$ cat src/rtl/io_bus_controller_if.sv
// CPU I/O port and peripheral slot signals of the TinyComp I/O bus controller.
// The controller takes the slave modport; the CPU/peripheral environment takes master.
interface io_bus_controller_if #(
  parameter int unsigned NSLOTS = 4
);
  logic [3:0]             IOaddr;
  logic                   IOread;
  logic                   IOwrite;
  logic [31:0]            OutValue;
  logic [31:0]            InValue;
  logic                   InReady;
  logic [NSLOTS-1:0]      PerSel;
  logic                   PerRd;
  logic                   PerWr;
  logic [31:0]            PerWdata;
  logic [32*NSLOTS-1:0]   PerRdata;
  logic [NSLOTS-1:0]      PerAck;
  logic [7:0]             Leds;
  logic                   BusError;
  logic [3:0]             ErrAddr;

  modport slave (
    input  IOaddr, IOread, IOwrite, OutValue, PerRdata, PerAck,
    output InValue, InReady, PerSel, PerRd, PerWr, PerWdata, Leds, BusError, ErrAddr
  );

  modport master (
    output IOaddr, IOread, IOwrite, OutValue, PerRdata, PerAck,
    input  InValue, InReady, PerSel, PerRd, PerWr, PerWdata, Leds, BusError, ErrAddr
  );
endinterface

$ cat src/rtl/io_bus_controller.sv
// TinyComp I/O bus controller: address decode, slot sequencing, LED register, timeout/bus-error monitor.
// Optional status register at IOaddr 15 enabled by defining IO_STATUS_REG_EN.
module io_bus_controller #(
  parameter int unsigned NSLOTS   = 4,
  parameter int unsigned LED_ADDR = 2,
  parameter int unsigned TIMEOUT  = 255
) (
  input logic                Clock,
  input logic                Reset_n,
  io_bus_controller_if.slave io_bus
);

  localparam int unsigned CNT_W = 16;

  typedef enum logic [2:0] {
    S_IDLE, S_LOCAL, S_ACCESS, S_UNMAPPED, S_STATUS, S_DONE, S_RELEASE
  } state_t;

  state_t             r_state, w_state_nxt;
  logic [3:0]         r_addr, w_addr_nxt;
  logic               r_dir_wr, w_dir_wr_nxt;
  logic [CNT_W-1:0]   r_cnt, w_cnt_nxt;
  logic [31:0]        r_in_value, w_in_value_nxt;
  logic               r_in_ready, w_in_ready_nxt;
  logic [NSLOTS-1:0]  r_sel, w_sel_nxt;
  logic               r_per_rd, w_per_rd_nxt;
  logic               r_per_wr, w_per_wr_nxt;
  logic [31:0]        r_wdata, w_wdata_nxt;
  logic [7:0]         r_leds, w_leds_nxt;
  logic               r_bus_error, w_bus_error_nxt;
  logic [3:0]         r_err_addr, w_err_addr_nxt;
  logic               w_ack;
  logic [31:0]        w_rdata;
`ifdef IO_STATUS_REG_EN
  logic [7:0]         r_acc_cnt, w_acc_cnt_nxt;
`endif

  // Only the selected slot's ack and read data are visible to the FSM
  always_comb begin
    w_ack   = 1'b0;
    w_rdata = '0;
    for (int k = 0; k < int'(NSLOTS); k++) begin
      if (r_sel[k]) begin
        w_ack   = w_ack | io_bus.PerAck[k];
        w_rdata = w_rdata | io_bus.PerRdata[32*k +: 32];
      end
    end
  end

  // Next-state and next-output logic
  always_comb begin
    w_state_nxt     = r_state;
    w_addr_nxt      = r_addr;
    w_dir_wr_nxt    = r_dir_wr;
    w_cnt_nxt       = r_cnt;
    w_in_value_nxt  = r_in_value;
    w_sel_nxt       = r_sel;
    w_per_rd_nxt    = r_per_rd;
    w_per_wr_nxt    = r_per_wr;
    w_wdata_nxt     = r_wdata;
    w_leds_nxt      = r_leds;
    w_bus_error_nxt = r_bus_error;
    w_err_addr_nxt  = r_err_addr;
`ifdef IO_STATUS_REG_EN
    w_acc_cnt_nxt   = r_acc_cnt;
`endif

    case (r_state)
      S_IDLE: begin
        if (io_bus.IOread || io_bus.IOwrite) begin
          w_addr_nxt   = io_bus.IOaddr;
          w_dir_wr_nxt = io_bus.IOwrite && !io_bus.IOread;
          w_wdata_nxt  = io_bus.OutValue;
          w_cnt_nxt    = '0;
          // Simultaneous strobes are serviced as a read but flagged
          if (io_bus.IOread && io_bus.IOwrite) begin
            w_bus_error_nxt = 1'b1;
            if (!r_bus_error) w_err_addr_nxt = io_bus.IOaddr;
          end
`ifdef IO_STATUS_REG_EN
          if (io_bus.IOaddr == 4'd15) w_state_nxt = S_STATUS;
          else
`endif
          if (io_bus.IOaddr == 4'(LED_ADDR)) begin
            w_state_nxt = S_LOCAL;
          end else if (32'(io_bus.IOaddr) < NSLOTS) begin
            w_state_nxt  = S_ACCESS;
            w_sel_nxt    = NSLOTS'(1) << io_bus.IOaddr;
            w_per_rd_nxt = !(io_bus.IOwrite && !io_bus.IOread);
            w_per_wr_nxt = io_bus.IOwrite && !io_bus.IOread;
          end else begin
            w_state_nxt = S_UNMAPPED;
          end
        end
      end
      S_LOCAL: begin
        if (r_dir_wr) w_leds_nxt = r_wdata[7:0];
        else          w_in_value_nxt = {24'b0, r_leds};
        w_state_nxt = S_DONE;
      end
      S_ACCESS: begin
        if (w_ack) begin
          if (!r_dir_wr) w_in_value_nxt = w_rdata;
          w_sel_nxt    = '0;
          w_per_rd_nxt = 1'b0;
          w_per_wr_nxt = 1'b0;
          w_state_nxt  = S_DONE;
        end else if (r_cnt == CNT_W'(TIMEOUT - 1)) begin
          w_in_value_nxt  = '0;
          w_bus_error_nxt = 1'b1;
          if (!r_bus_error) w_err_addr_nxt = r_addr;
          w_sel_nxt    = '0;
          w_per_rd_nxt = 1'b0;
          w_per_wr_nxt = 1'b0;
          w_state_nxt  = S_DONE;
        end else begin
          w_cnt_nxt = r_cnt + CNT_W'(1);
        end
      end
      S_UNMAPPED: begin
        w_in_value_nxt  = '0;
        w_bus_error_nxt = 1'b1;
        if (!r_bus_error) w_err_addr_nxt = r_addr;
        w_state_nxt = S_DONE;
      end
`ifdef IO_STATUS_REG_EN
      S_STATUS: begin
        // Status read snapshots and clears the error state; writes are dropped
        if (!r_dir_wr) begin
          w_in_value_nxt  = {16'b0, r_acc_cnt, 3'b0, r_bus_error, r_err_addr};
          w_bus_error_nxt = 1'b0;
          w_err_addr_nxt  = '0;
        end
        w_state_nxt = S_DONE;
      end
`endif
      S_DONE: begin
`ifdef IO_STATUS_REG_EN
        w_acc_cnt_nxt = r_acc_cnt + 8'd1;
`endif
        w_state_nxt = S_RELEASE;
      end
      S_RELEASE: begin
        if (!io_bus.IOread && !io_bus.IOwrite) w_state_nxt = S_IDLE;
      end
      default: w_state_nxt = S_IDLE;
    endcase

    w_in_ready_nxt = (w_state_nxt == S_DONE);
  end

  // State and output registers
  always_ff @(posedge Clock or negedge Reset_n) begin
    if (!Reset_n) begin
      r_state     <= S_IDLE;
      r_addr      <= '0;
      r_dir_wr    <= 1'b0;
      r_cnt       <= '0;
      r_in_value  <= '0;
      r_in_ready  <= 1'b0;
      r_sel       <= '0;
      r_per_rd    <= 1'b0;
      r_per_wr    <= 1'b0;
      r_wdata     <= '0;
      r_leds      <= '0;
      r_bus_error <= 1'b0;
      r_err_addr  <= '0;
`ifdef IO_STATUS_REG_EN
      r_acc_cnt   <= '0;
`endif
    end else begin
      r_state     <= w_state_nxt;
      r_addr      <= w_addr_nxt;
      r_dir_wr    <= w_dir_wr_nxt;
      r_cnt       <= w_cnt_nxt;
      r_in_value  <= w_in_value_nxt;
      r_in_ready  <= w_in_ready_nxt;
      r_sel       <= w_sel_nxt;
      r_per_rd    <= w_per_rd_nxt;
      r_per_wr    <= w_per_wr_nxt;
      r_wdata     <= w_wdata_nxt;
      r_leds      <= w_leds_nxt;
      r_bus_error <= w_bus_error_nxt;
      r_err_addr  <= w_err_addr_nxt;
`ifdef IO_STATUS_REG_EN
      r_acc_cnt   <= w_acc_cnt_nxt;
`endif
    end
  end

  assign io_bus.InValue  = r_in_value;
  assign io_bus.InReady  = r_in_ready;
  assign io_bus.PerSel   = r_sel;
  assign io_bus.PerRd    = r_per_rd;
  assign io_bus.PerWr    = r_per_wr;
  assign io_bus.PerWdata = r_wdata;
  assign io_bus.Leds     = r_leds;
  assign io_bus.BusError = r_bus_error;
  assign io_bus.ErrAddr  = r_err_addr;

endmodule

$ cat src/flat_wrapper.sv
// flat-port wrapper written by rule: the top's interface ports become plain ports
module io_bus_controller_flat 
#(
  parameter int unsigned NSLOTS   = 4,
  parameter int unsigned LED_ADDR = 2,
  parameter int unsigned TIMEOUT  = 255
)
  (Clock, Reset_n, io_bus_IOaddr, io_bus_IOread, io_bus_IOwrite, io_bus_OutValue, io_bus_PerRdata, io_bus_PerAck, io_bus_InValue, io_bus_InReady, io_bus_PerSel, io_bus_PerRd, io_bus_PerWr, io_bus_PerWdata, io_bus_Leds, io_bus_BusError, io_bus_ErrAddr);
  io_bus_controller_if #(.NSLOTS(NSLOTS)) io_bus_i ();
  input logic Clock;
  input logic Reset_n;
  input wire logic [$bits(io_bus_i.IOaddr)-1:0] io_bus_IOaddr;
  input wire logic [$bits(io_bus_i.IOread)-1:0] io_bus_IOread;
  input wire logic [$bits(io_bus_i.IOwrite)-1:0] io_bus_IOwrite;
  input wire logic [$bits(io_bus_i.OutValue)-1:0] io_bus_OutValue;
  input wire logic [$bits(io_bus_i.PerRdata)-1:0] io_bus_PerRdata;
  input wire logic [$bits(io_bus_i.PerAck)-1:0] io_bus_PerAck;
  output wire logic [$bits(io_bus_i.InValue)-1:0] io_bus_InValue;
  output wire logic [$bits(io_bus_i.InReady)-1:0] io_bus_InReady;
  output wire logic [$bits(io_bus_i.PerSel)-1:0] io_bus_PerSel;
  output wire logic [$bits(io_bus_i.PerRd)-1:0] io_bus_PerRd;
  output wire logic [$bits(io_bus_i.PerWr)-1:0] io_bus_PerWr;
  output wire logic [$bits(io_bus_i.PerWdata)-1:0] io_bus_PerWdata;
  output wire logic [$bits(io_bus_i.Leds)-1:0] io_bus_Leds;
  output wire logic [$bits(io_bus_i.BusError)-1:0] io_bus_BusError;
  output wire logic [$bits(io_bus_i.ErrAddr)-1:0] io_bus_ErrAddr;
  assign io_bus_i.IOaddr = io_bus_IOaddr;
  assign io_bus_i.IOread = io_bus_IOread;
  assign io_bus_i.IOwrite = io_bus_IOwrite;
  assign io_bus_i.OutValue = io_bus_OutValue;
  assign io_bus_i.PerRdata = io_bus_PerRdata;
  assign io_bus_i.PerAck = io_bus_PerAck;
  assign io_bus_InValue = io_bus_i.InValue;
  assign io_bus_InReady = io_bus_i.InReady;
  assign io_bus_PerSel = io_bus_i.PerSel;
  assign io_bus_PerRd = io_bus_i.PerRd;
  assign io_bus_PerWr = io_bus_i.PerWr;
  assign io_bus_PerWdata = io_bus_i.PerWdata;
  assign io_bus_Leds = io_bus_i.Leds;
  assign io_bus_BusError = io_bus_i.BusError;
  assign io_bus_ErrAddr = io_bus_i.ErrAddr;
  io_bus_controller #(.NSLOTS(NSLOTS), .LED_ADDR(LED_ADDR), .TIMEOUT(TIMEOUT)) u_core (.Clock(Clock), .Reset_n(Reset_n), .io_bus(io_bus_i));
endmodule
$ cat config.mk
export PLATFORM = sky130hd
export DESIGN_NAME = io_bus_controller_flat
export DESIGN_NICKNAME = d
export VERILOG_FILES = /design/src/rtl/io_bus_controller_if.sv /design/src/rtl/io_bus_controller.sv /design/src/flat_wrapper.sv
export SDC_FILE = /design/constraint.sdc
export NUM_CORES = 1
export LEC_CHECK = 0
export BUFFER_PORTS_ARGS = -buffer_cell sky130_fd_sc_hd__buf_4
export CORE_MARGIN = 2
export CORE_UTILIZATION = 45
export DETAILED_ROUTE_END_ITERATION = 8
export GPL_TIMING_DRIVEN = 0
export HOLD_SLACK_MARGIN = 0.08
export PLACE_DENSITY = 0.78
export SLEW_MARGIN = 15
export SYNTH_ARGS = -nofsm -noshare
export SYNTH_HDL_FRONTEND = slang
export SYNTH_SLANG_ARGS = --single-unit
export TNS_END_PERCENT = 30
$ cat constraint.sdc
create_clock -name Clock -period 4.5 [get_ports Clock]
set_input_delay 0.9 -clock Clock [delete_from_list [all_inputs] [get_ports Clock]]
set_output_delay 0.9 -clock Clock [all_outputs]
set_load 0.005 [all_outputs]
==> impl_metrics.toml, run 1 <==
[worst_setup_path]
critPathMostFrequentCell = "sky130_fd_sc_hd__clkbuf_1"
required_ps = 4760
regToRegStartpoint = "u_core.io_bus.PerSel[2]$_DFFE_PN0P_"
timing.critical_path.from = "u_core.io_bus.PerSel[2]$_DFFE_PN0P_"
slowest_stage_cell_on_the_critical_path = "sky130_fd_sc_hd__dfrtp_1"
worstSetupEndpointType = "flop"
crit_path_cell_trace = "clkbuf_1 > a22o_1 > or2_0 > buf_2 > buf_6 > nand4_1 > clkbuf_1 > o2bb2ai_1"
cp_class = "flop to flop"
worstSetupStartpointType = "flop"
worstPathArrival_ps = 2710
r2r_slack_ps = 2060
crit_path_max_incr_delay_ps = 350
worst-path-max-fanout = 10

[power_and_ir_drop]
pwr_density_cell_nw_per_um2 = 521
maximum_vdd_ir_drop_uv = 328
power.clock.fraction_pct = 20.3
internal_power_mw = 2.53
p_leak_nw = 3.86
total_power_mw = 4.04
seqPwrFrac_pct = 35.6
combinationalPowerShare_pct = 44.0
switching_share_pct = 37.2
power.net_switching_mw = 1.50

[placed_design]
dp.final_hpwl_um = 14700
port-buffer-count = 255
pre_cts_slack_ps = 1770
globalplace.congestion = 0.920
placedInstanceArea_um2 = 7440
place.detailed.instances = 938

[finish]
antennaDiodeCount = 0
fraction_of_final_layout_cells_with_drive_strength_greater_than_1_pct = 39.1
finalNonFillerCells = 954
layout-area-overhead-vs-synth_pct = 45.0
finalCoreUtilization_pct = 67.3
fin_area_um2 = 7750
design.final.nets = 980

[global_route]
pin_count_of_the_biggest_net_entering_global_routing = 109
total_grt_overflow = 0
antenna_found_initial = 0
vias_in_the_first_global_route = 5295
grt_use_total_pct = 29.3
grt_first_pass_wirelength_um = 29100

[routing]
first_iter_violations = 753
antenna_violating_nets_post_route = 0
viasPerCell = 5.68
post-route-drc-count = 19
first_pass_iters = 9
finalWirelength_um = 18900
dr_total_vias = 5414
avgRoutedWirePerCell_um = 19.8

[synth]
synth_largest_type_area_fraction_pct = 50.5
synth.yosys.seq_area_share_pct = 50.5
synthesis.area_um2 = 5350
ys_seq_elements = 108
synth_top_cells_by_area = "sky130_fd_sc_hd__dfrtp_1 (51%), sky130_fd_sc_hd__nand2_1 (9.2%), sky130_fd_sc_hd__a22o_1 (5.4%)"
ys.warnings.count = 0
synth_top_area_cell = "sky130_fd_sc_hd__dfrtp_1"
synth_cells = 540
synth_area_per_cell_um2 = 9.90
synth.distinct_cells = 51
syn_nets = 714

[cts]
clk-insertion-delay-late_ps = 350
cts_root_buf = "sky130_fd_sc_hd__clkbuf_16"
clkSinkCount = 108
cts-resized-gates = 0
ctsHtreeMaxLevel = 3
clk_pin_slew_worst_paths_ps = 70
holdBufCountCts = 0
number_of_cts_inserted_buffers = 9
max-clock-path-buffers = 2
tritoncts_clock_tree = "done"
postCtsSetupBuffers = 0

[sta]
finalHoldViolCount = 0
fmax_mhz = 409
fin_setup_tns_ps = 0
period_minus_slack_ps = 2440
timing.hold.ws_ps = 474
unrepaired_setup_endpoints_after_global_routing = "no"
slew_headroom_pct = 27.1
setup_violations = 0
finalMaxSlewViolations = 0
timing.final.crit_share_pct = 54.3
fin_worst_skew_ps = 5.91
worst_slew_pin_slew_ps = 1080
finalWorstSetupSlack_ps = 2060

[floorplan]
fp.dieArea_um2 = 12800
floorplan.initialDensity_pct = 46.4
floorplan.rows = 39
area_of_the_core_um2 = 11500
die_x_um = 113
ios = 256
fp.dieH_um = 113

[status]
outcome = "complete, but fails checks"
violations_in_the_final_reports = "DRC"

[flow_run]
timing.max_cap.violations = 0

[hold_path]
min-delay-start = "u_core.r_addr[3]$_DFFE_PN0P_"
min_path_type = "flop to flop"
==> Yosys cell counts (all sizes together) <==
cell	count
nand2	131
dfrtp	108
a22o	34
a221oi	32
o2bb2ai	24
clkbuf	22
nor2	22
mux2	20
buf	19
o21ai	18
inv	17
nor4	12
nand3	9
o22ai	9
a21oi	8
xnor2	8
nand4	7
nor3	7
a31o	4
nor3b	4
or3	4
and3	3
and4	2
ha	2
nand2b	2
nor2b	2
or2	2
a211o	1
a31oi	1
and4bb	1
mux2i	1
nand3b	1
nor4b	1
o31ai	1
o32ai	1
==> state kept, by name (all words and copies together), names as in the netlist, 3 cells and up <==
name / flops
u_core.io_bus.InValue: 32
u_core.io_bus.PerWdata: 32
u_core.r_cnt: 16
u_core.io_bus.Leds: 8
u_core.io_bus.ErrAddr: 4
u_core.io_bus.PerSel: 4
u_core.r_addr: 4
u_core.r_state: 3
==> layer usage <==
metal  part of all wire [%]  vias up  GRT usage [%]  wire length (um)
met5                      0        -              0                 0
met1                     38     2578           36.0              7150
li1                       -     2490              -                 -
met4                    2.6        0           9.67               493
met3                    8.6       42           6.21              1620
met2                     51      304           51.7              9660
==> path summary, 6_finish.rpt <==
path / endpoint / cells after the start
hold reg to reg: u_core.r_addr[3]$_DFFE_PN0P_ / 2
setup / recovery: u_core.io_bus.InValue[26]$_DFFE_PN0P_ / 8
max in group asynchronous: u_core.r_cnt[15]$_DFFE_PN0P_ / 1
setup reg to reg: u_core.io_bus.InValue[26]$_DFFE_PN0P_ / 8
min in group asynchronous: u_core.io_bus.InValue[30]$_DFFE_PN0P_ / 1
hold / removal: u_core.r_addr[3]$_DFFE_PN0P_ / 2
==> logic make-up after synthesis <==
group / count (synthesis) / share of synthesized area (%)
and+or+nand+nor: 210 / 18.0
buffers and inverters: 58 / 5.12
DFF: 108 / 50.5
muxes: 21 / 4.68
xor gates and xnor gates: 8 / 1.31
adders and majority gates: 2 / 0.468
AOI/OAI and AO/OA: 133 / 19.9
==> worst max-delay path, delay by kind of cell, from the launching register on <==
kind	cells	cell delay, ps
AO/OA/AOI/OAI	2	510
buffers and inverters	4	1020
flip-flops	1	350
AND/OR/NAND/NOR	2	480
==> final cells by class <==
type	instances	area (um^2)
repair buffers	255	1920
clock buffers	9	225
inverters	17	63.8
fillers	947	3760
flip-flops and latches	108	2700
well taps	143	179
plain buffers	41	210
clock inverters	7	82.6
multi-input cells	374	2370
==> layout by cell type (no fill, tap or decap), types with 15 or more instances in the layout <==
master                        n
sky130_fd_sc_hd__nor2_1      22
sky130_fd_sc_hd__mux2_2      15
sky130_fd_sc_hd__inv_1       17
sky130_fd_sc_hd__a22o_1      33
sky130_fd_sc_hd__buf_4      256
sky130_fd_sc_hd__dfrtp_1    108
sky130_fd_sc_hd__o2bb2ai_1   24
sky130_fd_sc_hd__a221oi_1    32
sky130_fd_sc_hd__clkbuf_1    20
sky130_fd_sc_hd__nand2_1    131
==> power groups by stage <==
stage,logic (mW),clock network [mW],registers [mW]
after CTS,1.78,0.830,1.44
after global routing,1.95,0.869,1.47
after detailed placement,1.77,0,1.45
final,1.78,0.820,1.44
after floorplan,0.941,0,1.44
after global placement,1.72,0,1.44
(Power assumes the default switching activity.)
==> inputs of run 2 (changes only) <==
==> constraint.sdc (replaced) <==
create_clock -name Clock -period 2.29 [get_ports Clock]
set_input_delay 0.458 -clock Clock [delete_from_list [all_inputs] [get_ports Clock]]
set_output_delay 0.458 -clock Clock [all_outputs]
set_load 0.005 [all_outputs]
==> run 2 against run 1 <==
  * The flow still finishes with violations (DRC)
  * Global-route usage about the same
  * Combinational power up 97%
  * Worst setup slack worse by 2000 ps
  * Utilization up 0.46 points
  * Critical path type unchanged
  * Critical endpoint is now u_core.io_bus.InValue[7]$_DFFE_PN0P_
==> impl_metrics.toml, run 2 (synthesized netlist as in run 1, its figures left out) <==
[sta]
unrepaired_setup_endpoints_after_global_routing = "yes"
timing.final.crit_share_pct = 96.3
timing.hold.ws_ps = 204
period_minus_slack_ps = 2210
slew_headroom_pct = 32.2
worst_slew_pin_slew_ps = 1020
finalHoldViolCount = 0
fmax_mhz = 453
fin_worst_skew_ps = 6.11
finalWorstSetupSlack_ps = 83.8
finalMaxSlewViolations = 0
setup_violations = 0
fin_setup_tns_ps = 0

[cts]
max-clock-path-buffers = 2
clk-insertion-delay-late_ps = 350
clkSinkCount = 108
clk_pin_slew_worst_paths_ps = 70
cts_root_buf = "sky130_fd_sc_hd__clkbuf_16"
tritoncts_clock_tree = "done"
ctsHtreeMaxLevel = 3
number_of_cts_inserted_buffers = 9

[worst_setup_path]
slowest_stage_cell_on_the_critical_path = "sky130_fd_sc_hd__dfrtp_2"
cp_class = "flop to flop"
worstPathArrival_ps = 2440
crit_path_cell_trace = "inv_1 > ha_1 > nor4b_1 > and4_1 > buf_4 > nand3_2 > a31o_4 > buf_6 > mux2_4"
crit_path_max_incr_delay_ps = 450
required_ps = 2530
worstSetupStartpointType = "flop"
worstSetupEndpointType = "flop"
worst-path-max-fanout = 10

[status]
violations_in_the_final_reports = "DRC"
outcome = "complete, but fails checks"

[routing]
viasPerCell = 5.67
first_iter_violations = 684
post-route-drc-count = 19
first_pass_iters = 9
avgRoutedWirePerCell_um = 19.9
antenna_violating_nets_post_route = 0
finalWirelength_um = 19000
dr_total_vias = 5414

[floorplan]
fp.dieH_um = 113
ios = 256
floorplan.rows = 39
floorplan.initialDensity_pct = 46.4
area_of_the_core_um2 = 11500
fp.dieArea_um2 = 12800
die_x_um = 113

[placed_design]
port-buffer-count = 255
place.detailed.instances = 938
globalplace.congestion = 0.920
dp.final_hpwl_um = 14700
pre_cts_slack_ps = -88.2

[power_and_ir_drop]
maximum_vdd_ir_drop_uv = 650
p_leak_nw = 3.88
pwr_density_cell_nw_per_um2 = 1020
total_power_mw = 7.97

[finish]
finalNonFillerCells = 955
layout_common_cells = "sky130_fd_sc_hd__buf_4 (258), sky130_fd_sc_hd__nand2_1 (131), sky130_fd_sc_hd__dfrtp_1 (106)"
design.final.nets = 981
antennaDiodeCount = 0
layout-area-overhead-vs-synth_pct = 46.0
final_common_cell = "sky130_fd_sc_hd__buf_4"
fraction_of_final_layout_cells_with_drive_strength_greater_than_1_pct = 40.6

[global_route]
antenna_found_initial = 0
grt_first_pass_wirelength_um = 29100
total_grt_overflow = 0
vias_in_the_first_global_route = 5308
grt_use_total_pct = 29.4
pin_count_of_the_biggest_net_entering_global_routing = 109

[flow_run]
timing.max_cap.violations = 0

[hold_path]
min_path_type = "input port to async pin"
-- run 2: final timing paths --
| path | endpoint | start | slack (ps) | depth (start not counted) |
|---|---|---|---|---|
| worst max-delay path | u_core.io_bus.InValue[7]$_DFFE_PN0P_ | u_core.r_cnt[0]$_DFFE_PN0P_ | 80 | 9 |
| worst min-delay path | u_core.io_bus.InValue[30]$_DFFE_PN0P_ | Reset_n | 200 | 1 |
| worst max register to register | u_core.io_bus.InValue[7]$_DFFE_PN0P_ | u_core.r_cnt[0]$_DFFE_PN0P_ | 80 | 9 |
| worst min register to register | u_core.r_addr[3]$_DFFE_PN0P_ | u_core.r_addr[3]$_DFFE_PN0P_ | 470 | 2 |
| max in group asynchronous | u_core.r_cnt[0]$_DFFE_PN0P_ | Reset_n | 1290 | 1 |
| min in group Clock | u_core.io_bus.PerWdata[13]$_DFFE_PN0P_ | io_bus_OutValue[13] | 290 | 3 |
-- run 2: repair_timing --
| action | CTS | global route |
|---|---|---|
| pin swaps | 0 | 0 |
| hold endpoints to repair | 0 | 0 |
| setup buffers | 2 | 0 |
| resized for setup | 3 | 12 |
| hold buffers | 0 | 0 |
| endpoints found under the setup margin | 25 | 72 |
-- run 2: final cells by class --
class / instances / area [um^2]
plain buffers: 40 / 211
clock buffers: 9 / 225
clock inverters: 7 / 82.6
fillers: 938 / 3710
inverters: 17 / 63.8
multi-input cells: 374 / 2400
flip-flops and latches: 108 / 2710
well taps: 143 / 179
repair buffers: 257 / 1930
-- run 2: stage by stage --
stage / area (um^2) / utilization [%]
floorplan: 5350 / -
global placement: 7440 / 64.6
detailed placement: 7440 / 64.6
CTS: 7780 / 67.5
global route: 7800 / 67.8
finish: 7800 / 67.8
-- run 2: critical path, delay by kind of cell (launching register included) --
| kind | cells | cell delay, ps |
|---|---|---|
| AO/OA/AOI/OAI | 1 | 270 |
| adder cells (fa/ha/maj) | 1 | 140 |
| buffers and inverters | 3 | 400 |
| flip-flops | 1 | 450 |
| multiplexers | 1 | 300 |
| AND/OR/NAND/NOR | 3 | 520 |
-- run 2: where the power goes --
part	internal, mW	total (mW)	switching [mW]
Sequential	2.47	2.85	0.380
Combinational	1.66	3.51	1.85
Clock	0.868	1.61	0.744
-- run 2: metal layers --
layer  wire length, um  track usage, %  vias to the layer above
met4               450            9.67                        0
met3              1590            6.21                       34
li1                  -               -                     2494
met2              9730            51.9                      280
met5                 0               0                        -
met1              7280            35.9                     2606
